===== src/rtl/fir_channel_arbiter_if.sv =====
// Handshake and data bus between the two audio channels, the shared FIR and
// the arbiter. The arbiter takes the slave side; the environment takes master.
interface fir_channel_arbiter_if #(
  parameter int DATA_W = 16,
  parameter int CNT_W  = 4
);
  logic              flush;
  logic [DATA_W-1:0] ch0_sample_in;
  logic              ch0_valid_in;
  logic              ch0_ready_out;
  logic [DATA_W-1:0] ch1_sample_in;
  logic              ch1_valid_in;
  logic              ch1_ready_out;
  logic [DATA_W-1:0] fir_sink_data;
  logic              fir_sink_valid;
  logic              fir_sink_ready;
  logic [DATA_W-1:0] fir_source_data;
  logic              fir_source_valid;
  logic [DATA_W-1:0] ch0_sample_out;
  logic              ch0_valid_out;
  logic [DATA_W-1:0] ch1_sample_out;
  logic              ch1_valid_out;
  logic [CNT_W-1:0]  inflight;
  logic              orphan_err;

  modport slave (
    input  flush, ch0_sample_in, ch0_valid_in, ch1_sample_in, ch1_valid_in,
           fir_sink_ready, fir_source_data, fir_source_valid,
    output ch0_ready_out, ch1_ready_out, fir_sink_data, fir_sink_valid,
           ch0_sample_out, ch0_valid_out, ch1_sample_out, ch1_valid_out,
           inflight, orphan_err
  );

  modport master (
    output flush, ch0_sample_in, ch0_valid_in, ch1_sample_in, ch1_valid_in,
           fir_sink_ready, fir_source_data, fir_source_valid,
    input  ch0_ready_out, ch1_ready_out, fir_sink_data, fir_sink_valid,
           ch0_sample_out, ch0_valid_out, ch1_sample_out, ch1_valid_out,
           inflight, orphan_err
  );
endinterface


===== src/rtl/fir_channel_arbiter.sv =====
// Time-shares one FIR between two audio channels. Each channel has a one-entry
// hold; round-robin issue feeds the FIR sink and a tag FIFO remembers which
// channel each in-flight sample belongs to so in-order results route back.
module fir_channel_arbiter #(
  parameter int DATA_W       = 16,
  parameter int MAX_INFLIGHT = 8,
  parameter int CNT_W        = 4
) (
  input  logic                  clk,
  input  logic                  reset_n,
  fir_channel_arbiter_if.slave  bus
);
  localparam int AW = $clog2(MAX_INFLIGHT);

  logic [1:0][DATA_W-1:0]   hold_q, hold_d;
  logic [1:0]               full_q, full_d;
  logic                     last_grant_q, last_grant_d;
  logic [MAX_INFLIGHT-1:0]  tag_q, tag_d;
  logic [AW-1:0]            wptr_q, wptr_d, rptr_q, rptr_d;
  logic [CNT_W-1:0]         cnt_q, cnt_d;
  logic [DATA_W-1:0]        sink_data_q, sink_data_d;
  logic                     sink_valid_q, sink_valid_d;
  logic [1:0][DATA_W-1:0]   out_q, out_d;
  logic [1:0]               vout_q, vout_d;
  logic                     orphan_q, orphan_d;

  logic [1:0][DATA_W-1:0]   din;
  logic [1:0]               vin;
  logic                     issue, grant, pop, head_tag;

  assign din = {bus.ch1_sample_in, bus.ch0_sample_in};
  assign vin = {bus.ch1_valid_in, bus.ch0_valid_in};

  // Next-state: accept into holds, arbitrate one issue, pop tags on FIR return.
  always_comb begin
    hold_d       = hold_q;
    full_d       = full_q;
    last_grant_d = last_grant_q;
    tag_d        = tag_q;
    wptr_d       = wptr_q;
    rptr_d       = rptr_q;
    cnt_d        = cnt_q;
    sink_data_d  = sink_data_q;
    out_d        = out_q;
    orphan_d     = orphan_q;

    // Inflight count equals tag FIFO occupancy, so it doubles as the credit.
    issue    = bus.fir_sink_ready && (cnt_q < CNT_W'(MAX_INFLIGHT)) && (|full_q);
    // Both full: alternate away from the last winner; otherwise take whichever is full.
    grant    = (&full_q) ? ~last_grant_q : full_q[1];
    pop      = bus.fir_source_valid && (cnt_q != '0);
    head_tag = tag_q[rptr_q];

    // A hold only loads while empty, so an issue and a load never hit the same hold.
    for (int c = 0; c < 2; c++) begin
      if (!full_q[c] && vin[c]) begin
        hold_d[c] = din[c];
        full_d[c] = 1'b1;
      end
    end

    sink_valid_d = issue;
    if (issue) begin
      full_d[grant] = 1'b0;
      sink_data_d   = hold_q[grant];
      tag_d[wptr_q] = grant;
      wptr_d        = wptr_q + AW'(1);
      last_grant_d  = grant;
    end

    vout_d = 2'b00;
    if (pop) begin
      out_d[head_tag]  = bus.fir_source_data;
      vout_d[head_tag] = 1'b1;
      rptr_d           = rptr_q + AW'(1);
    end

    // Results with no pending tag are dropped and only flagged.
    if (bus.fir_source_valid && (cnt_q == '0)) orphan_d = 1'b1;

    case ({issue, pop})
      2'b10:   cnt_d = cnt_q + CNT_W'(1);
      2'b01:   cnt_d = cnt_q - CNT_W'(1);
      default: cnt_d = cnt_q;
    endcase
  end

  // State registers; flush clears the same state as reset.
  always_ff @(posedge clk) begin
    if (!reset_n || bus.flush) begin
      hold_q       <= '0;
      full_q       <= '0;
      last_grant_q <= 1'b1;
      tag_q        <= '0;
      wptr_q       <= '0;
      rptr_q       <= '0;
      cnt_q        <= '0;
      sink_data_q  <= '0;
      sink_valid_q <= 1'b0;
      out_q        <= '0;
      vout_q       <= '0;
      orphan_q     <= 1'b0;
    end else begin
      hold_q       <= hold_d;
      full_q       <= full_d;
      last_grant_q <= last_grant_d;
      tag_q        <= tag_d;
      wptr_q       <= wptr_d;
      rptr_q       <= rptr_d;
      cnt_q        <= cnt_d;
      sink_data_q  <= sink_data_d;
      sink_valid_q <= sink_valid_d;
      out_q        <= out_d;
      vout_q       <= vout_d;
      orphan_q     <= orphan_d;
    end
  end

  assign bus.ch0_ready_out  = ~full_q[0];
  assign bus.ch1_ready_out  = ~full_q[1];
  assign bus.fir_sink_data  = sink_data_q;
  assign bus.fir_sink_valid = sink_valid_q;
  assign bus.ch0_sample_out = out_q[0];
  assign bus.ch0_valid_out  = vout_q[0];
  assign bus.ch1_sample_out = out_q[1];
  assign bus.ch1_valid_out  = vout_q[1];
  assign bus.inflight       = cnt_q;
  assign bus.orphan_err     = orphan_q;
endmodule

===== src/flat_wrapper.sv =====
// flat-port wrapper written by rule: the top's interface ports become plain ports
module fir_channel_arbiter_flat 
#(
  parameter int DATA_W       = 16,
  parameter int MAX_INFLIGHT = 8,
  parameter int CNT_W        = 4
)
  (clk, reset_n, bus_flush, bus_ch0_sample_in, bus_ch0_valid_in, bus_ch1_sample_in, bus_ch1_valid_in, bus_fir_sink_ready, bus_fir_source_data, bus_fir_source_valid, bus_ch0_ready_out, bus_ch1_ready_out, bus_fir_sink_data, bus_fir_sink_valid, bus_ch0_sample_out, bus_ch0_valid_out, bus_ch1_sample_out, bus_ch1_valid_out, bus_inflight, bus_orphan_err);
  fir_channel_arbiter_if #(.DATA_W(DATA_W), .CNT_W(CNT_W)) bus_i ();
  input  logic clk;
  input  logic reset_n;
  input wire logic [$bits(bus_i.flush)-1:0] bus_flush;
  input wire logic [$bits(bus_i.ch0_sample_in)-1:0] bus_ch0_sample_in;
  input wire logic [$bits(bus_i.ch0_valid_in)-1:0] bus_ch0_valid_in;
  input wire logic [$bits(bus_i.ch1_sample_in)-1:0] bus_ch1_sample_in;
  input wire logic [$bits(bus_i.ch1_valid_in)-1:0] bus_ch1_valid_in;
  input wire logic [$bits(bus_i.fir_sink_ready)-1:0] bus_fir_sink_ready;
  input wire logic [$bits(bus_i.fir_source_data)-1:0] bus_fir_source_data;
  input wire logic [$bits(bus_i.fir_source_valid)-1:0] bus_fir_source_valid;
  output wire logic [$bits(bus_i.ch0_ready_out)-1:0] bus_ch0_ready_out;
  output wire logic [$bits(bus_i.ch1_ready_out)-1:0] bus_ch1_ready_out;
  output wire logic [$bits(bus_i.fir_sink_data)-1:0] bus_fir_sink_data;
  output wire logic [$bits(bus_i.fir_sink_valid)-1:0] bus_fir_sink_valid;
  output wire logic [$bits(bus_i.ch0_sample_out)-1:0] bus_ch0_sample_out;
  output wire logic [$bits(bus_i.ch0_valid_out)-1:0] bus_ch0_valid_out;
  output wire logic [$bits(bus_i.ch1_sample_out)-1:0] bus_ch1_sample_out;
  output wire logic [$bits(bus_i.ch1_valid_out)-1:0] bus_ch1_valid_out;
  output wire logic [$bits(bus_i.inflight)-1:0] bus_inflight;
  output wire logic [$bits(bus_i.orphan_err)-1:0] bus_orphan_err;
  assign bus_i.flush = bus_flush;
  assign bus_i.ch0_sample_in = bus_ch0_sample_in;
  assign bus_i.ch0_valid_in = bus_ch0_valid_in;
  assign bus_i.ch1_sample_in = bus_ch1_sample_in;
  assign bus_i.ch1_valid_in = bus_ch1_valid_in;
  assign bus_i.fir_sink_ready = bus_fir_sink_ready;
  assign bus_i.fir_source_data = bus_fir_source_data;
  assign bus_i.fir_source_valid = bus_fir_source_valid;
  assign bus_ch0_ready_out = bus_i.ch0_ready_out;
  assign bus_ch1_ready_out = bus_i.ch1_ready_out;
  assign bus_fir_sink_data = bus_i.fir_sink_data;
  assign bus_fir_sink_valid = bus_i.fir_sink_valid;
  assign bus_ch0_sample_out = bus_i.ch0_sample_out;
  assign bus_ch0_valid_out = bus_i.ch0_valid_out;
  assign bus_ch1_sample_out = bus_i.ch1_sample_out;
  assign bus_ch1_valid_out = bus_i.ch1_valid_out;
  assign bus_inflight = bus_i.inflight;
  assign bus_orphan_err = bus_i.orphan_err;
  fir_channel_arbiter #(.DATA_W(DATA_W), .MAX_INFLIGHT(MAX_INFLIGHT), .CNT_W(CNT_W)) u_core (.clk(clk), .reset_n(reset_n), .bus(bus_i));
endmodule

===== config.mk =====
export PLATFORM = sky130hd
export DESIGN_NAME = fir_channel_arbiter_flat
export DESIGN_NICKNAME = d
export VERILOG_FILES = /design/src/rtl/fir_channel_arbiter_if.sv /design/src/rtl/fir_channel_arbiter.sv /design/src/flat_wrapper.sv
export SDC_FILE = /design/constraint.sdc
export NUM_CORES = 1
export LEC_CHECK = 0
export ABC_AREA = 1
export CORE_ASPECT_RATIO = 1.25
export CORE_UTILIZATION = 30
export CTS_CLUSTER_SIZE = 28
export DETAILED_ROUTE_END_ITERATION = 7
export GPL_TIMING_DRIVEN = 0
export PLACE_DENSITY = 0.64
export SYNTH_ARGS = -nofsm -noshare
export SYNTH_HDL_FRONTEND = slang
export SYNTH_SLANG_ARGS = --single-unit

===== constraint.sdc =====
create_clock -name clk -period 2 [get_ports clk]
set_input_delay 0.4 -clock clk [delete_from_list [all_inputs] [get_ports clk]]
set_output_delay 0.4 -clock clk [all_outputs]
set_load 0.1 [all_outputs]

Word-level counts from Yosys, hierarchy flattened --
Index checks and enable logic that the tools add are counted.
Operators by class: $add $sub $neg 4, order comparisons 8, eq/ne operators 2, mux-type cells 19, bitwise gates (word level) 6, reduce and logical (&&, ||, !) cells 19
Operators by type and width (count):
- 2-to-1 mux 16 bit | 3
- bitwise mux 32 bit | 1
- demux 16 bit (select 1 bit) | 1
- logical AND 1 bit | 9
- bitwise mux 8 bit | 1
- < comparator 3 x 4 -> 1 bit, second input constant | 2
- case mux 4 bit (2 select lines) | 1
- 2-to-1 mux 1 bit | 7
- adder 3 x 1 -> 3 bit, second input constant | 2
- adder 4 x 1 -> 4 bit, second input constant | 1
- logical NOT 4 bit | 1
- < comparator 1 x 2 -> 1 bit, second input constant | 2
- < comparator 4 bit, second input constant | 1
- inverter 1 bit | 4
- nonzero test 4 bit | 1
- OR reduction 2 bit | 2
- subtractor 4 x 1 -> 4 bit, second input constant | 1
- binary-select mux 1 bit (select 3 bit) | 1
- demux 1 bit (select 3 bit) | 1
- greater-or-equal comparator 3 x 1 -> 1 bit, second input constant | 1
- logical NOT 1 bit | 3
- AND 2 bit | 1
- demux 1 bit (select 1 bit) | 2
- == test 2 x 1 -> 1 bit, second input constant | 1
- 7 further kinds | 8
Word-level totals: flip-flop bits (word level) 105, input bits 55, output and inout bits 58, word-level logic and storage cells 72

Longest topological paths before layout --
depth after elaboration 9, gate-level depth with buffers 13, gate-level depth less buffers 12

Worst setup path before layout --
OpenSTA, ideal clock, no wires.
kind register to register, start register u_core.cnt_q[3], in the netlist u_core.bus.inflight[3], end register u_core.cnt_q[2], in the netlist u_core.bus.inflight[2], setup time 0.124 ns, data arrival time 2.632 ns, data required time 1.876 ns, path slack -0.756 ns, stages on the path, launching flop included 12, buffers on the path 1, clock period less this slack 2.756 ns, cell sequence dfxtp_1 > inv_1 > nand3_1 > nand2_1 > inv_2 > buf_2 > ha_1 > xor2_1 > ha_1 > a21oi_1 > xor2_1 > a21oi_1
Between the ends: elaborated cells on any way between the ends 9, classes of those cells 1 x order compare; 2 x eq/ne; 1 x mux; 5 x reduce/logical
RTL lines:
- from (decl) | RTL line fir_channel_arbiter.sv:20 | logic [CNT_W-1:0] cnt_q, cnt_d;
- from (signal assigned) | RTL line fir_channel_arbiter.sv:110 | cnt_q <= cnt_d;
- nonzero test 4 bit * | RTL line fir_channel_arbiter.sv:51 | pop = bus.fir_source_valid && (cnt_q != '0);
- logical AND 1 bit * | RTL line fir_channel_arbiter.sv:51
- via u_core.pop | RTL line fir_channel_arbiter.sv:29 | logic issue, grant, pop, head_tag;
- == test 2 x 1 -> 1 bit or == test 2 bit (tied branches) | RTL line fir_channel_arbiter.sv:81 | case ({issue, pop})
- case mux 4 bit (2 select lines) or nonzero test 2 bit (tied branches)
Mark *: on every way through the listed nets, which the timed path passes. The rest lies on a longest branch. A chain may end at the register's enable or synchronous reset.

Worst setup path after layout --
start register u_core.cnt_q[2], in the netlist u_core.bus.inflight[2], end output port bus_inflight[2]
RTL lines:
- to (decl) | RTL line flat_wrapper.sv:28 | output wire logic [$bits(bus_i.inflight)-1:0] bus_inflight;
No word-level cell between the ends.

==> key figures <==
Yosys
  • Post-synthesis compound-gate area fraction: 0.1206
  • XOR/XNOR share of the synthesized area: 0.007872
  • Main flop type after synthesis: dfxtp_1
  • Synth area leaders: dfxtp_1 (47%), nor2_1 (9.9%), nand2_1 (9.7%)
  • Mux share of post-synthesis cell area: 0
  • Post-Syn Area: 0.004451 mm2
  • Library cells used by synthesis: 28
  • Sequential share of the synthesized area: 0.4723
  • Syn_nets: 676
  • Post-synth EDFFs: 0
  • Area leader, netlist: dfxtp_1
  • Post-synth ARST share: 0
  • Main combinational cell family by area after synthesis: simple AND/OR/NAND/NOR gates
  • Post-synthesis area per instance: 7.225 um2
  • Post-synthesis simple-gate area fraction: 0.2789
  • Yosys warns: 0
  • Seq cells post-synth: 105
  • Synth top area share: 0.4723
  • Gate Count Post-Synth: between 600 and 700
  • Post-Synth Adder-Cell Area: 0.01406

Hold path
  • Worst Hold Class: reg -> reg
  • WHS Path Cells: 2
  • Hold Path Sink: u_core.bus.orphan_err
  • Worst hold start: u_core.bus.orphan_err

Route
  • DRC viols: 22
  • Total iterations of the first detailed-routing run: 7
  • Routed length on met3: 713 um
  • Initial drt markers: ~180
  • Routed wire per std cell: 12.39 um
  • Uppermost layer routed: met4
  • M1 WL: 5.035 mm
  • Vias: between 4,000 and 5,000
  • Final ANT Viol Nets: 0
  • Vias per cell: 4.466
  • Total Wirelength: 11.44 mm
  • Met2 Wirelength: 5.486 mm

Layout
  • Commonest non-fill, non-tap cell in the layout: nor2_1
  • Layout area overhead: 38.09%
  • Ant. Diodes: 0
  • Finished Cell Area: 0.006146 mm2
  • Share of layout cells above drive strength 1: 0.08859
  • Nets: 800
  • Most frequent cells in the layout: nor2_1 (116), nand2_1 (114), dfxtp_1 (99), inv_1 (74), clkdlybuf4s50_1 (53)
  • Non-filler cells, final: 923
  • Fin util: 0.4248

Worst setup path
  • CP max FO: 5
  • Worst r2r src: u_core.full_q[0]
  • WS Path Type: reg -> out
  • Reg-to-reg setup timing slack: 0.08 ns
  • CP delay by family, top: buffers and inverters
  • Worst Setup SP: u_core.bus.inflight[2]
  • CP Cell Sequence: clkdlybuf4s15_1
  • Largest stage delay on the critical path: 0.83 ns
  • Worst path slowest cell: clkdlybuf4s15_1
  • Worst R2R End: u_core.bus.inflight[2]
  • CP bufs+invs: 1
  • Worst Path Required: 1.60 ns
  • Critical Path AT: about 1.6 ns
  • R2R depth: 10
  • CP startpoint kind: flop
  • Crit path capture type: output pin

Global route
  • Global route overflow: 0
  • Initial antenna violation count: 0
  • Largest net degree at the start of global routing: 18
  • First-pass GRT wire length: between 15 and 20 mm
  • Gr usage total: 0.1537
  • Number of global-route vias before repair: 3,864

Die
  • Die H: 138.2 um
  • Die Wd: 110.9 um
  • Area of the die: 0.01533 mm2
  • IO Count: 113
  • FP Rows: 49
  • Area of the core: about 0.014 mm2
  • Initial core utilization: 0.3076

Timing
  • Max Fclk: between 500 and 600 MHz
  • Slew Viols, Final: 0
  • Setup TNS: 0 ns
  • Tcrit/Tclk final: 0.9808
  • Worst slew margin: 0.3485
  • Least-Margin Pin Slew: 0.9812 ns
  • Final setup fails: 0
  • Hold_ws: 0.4485 ns
  • Final WS setup: between 0.03 and 0.04 ns
  • Setup Skew: 0.007596 ns
  • Final Hold Fails: 0
  • RSZ-0062 raised after global routing: true
  • Final min period: 1.962 ns

Placed design
  • Placed instance area: 0.005838 mm2
  • Hpwl dp: 8.587 mm
  • Placed cells: 906
  • Routability cong.: 0.8168
  • Place WS: -0.5093 ns
  • # port buffers: 112

Clock tree
  • Num CTS Buffers: 9
  • Root buffer cell: clkbuf_16
  • Clk_lat worst skew: 0.34 ns
  • CTS Sinks: about 110
  • CTS tree: done
  • Worst-path clk slew: about 0.07 ns
  • Clock tree buffer depth: 2
  • CTS H-tree lvls: 3

Job
  • Maxcap violations: 0

Pwr
  • Pleak: 2.623 nW
  • Pwr Density: about 750 mW/mm2
  • Pwr Total: 4.629 mW
  • Peak supply drop: 0.0003435 V

Run status
  • Failing checks: DRC
  • Run status: finished with violations
[tightest hold or removal path, delay by kind of cell, from the launching register on]
family                 cells  cell delay, ns
AOI/OAI and AO/OA          1            0.05
DFF                        1            0.31
buffers and inverters      1            0.04
[cells in the mapped netlist, types with 4 or more instances]
cell type  count
buf_2          6
inv_2          4
nand2_1      115
xor2_1         4
o21ai_0       50
nor2_1       117
inv_1         75
a21oi_1       34
nand4_1       17
clkbuf_1      15
ha_1           5
dfxtp_1      105
a31oi_1       16
nand3_1       30
[metal layers]
layer,vias up,GRT usage
li1,2202,-
met2,132,0.2645
met5,-,0
met1,1773,0.1868
met3,15,0.03595
met4,0,0.05407
[cell type report]
cell class,instances,area [um2]
Fill cell,1564,8323
Tap cell,178,222.7
Multi-Input combinational cell,401,1937
Inverter,79,306.5
Clock inverter,4,35.03
Timing Repair Buffer,113,1059
Clock buffer,12,266.5
Sequential cell,105,2120
Buffer,31,200.2
[worst max path at each step]
stage                                   to  cells after the start  slack (ns)
floorplan           u_core.bus.inflight[2]                     11       0.004
global placement    u_core.bus.inflight[2]                      9       -0.48
detailed placement  u_core.bus.inflight[2]                      9       -0.51
CTS                        bus_inflight[2]                      1      0.0001
global route        u_core.bus.inflight[2]                     10       -0.06
finish                     bus_inflight[2]                      1        0.04
[state kept, by name, summed over array words and instances, names as in the netlist]
name,flops
u_core.vout_q,2
u_core.last_grant_q,1
u_core.wptr_q,3
u_core.bus.inflight,4
u_core.bus.ch1_sample_out,16
u_core.bus.fir_sink_valid,1
u_core.tag_q,8
u_core.full_q,2
u_core.hold_q,32
u_core.bus.fir_sink_data,16
u_core.rptr_q,3
u_core.bus.orphan_err,1
u_core.bus.ch0_sample_out,16
[power breakdown]
group	internal, mW	total, mW	switching, mW
Clock	0.959	1.76	0.798
Combinational	0.244	0.692	0.448
Sequential	2.14	2.18	0.0384
[logic make-up after synthesis]
logic type | after synthesis
simple gates | 291
buf+inv | 110
flops | 105
compound gates | 101
fa+ha+maj | 5
xor+xnor | 4
[repair_timing]
action,4_1_cts,5_1_grt
gates resized for setup,68,29
hold buffers,0,0
setup endpoints to repair,70,28
endpoints found under the hold margin,0,0
pin swaps,1,2
buffers inserted,1,0
(Power assumes the default switching activity.)
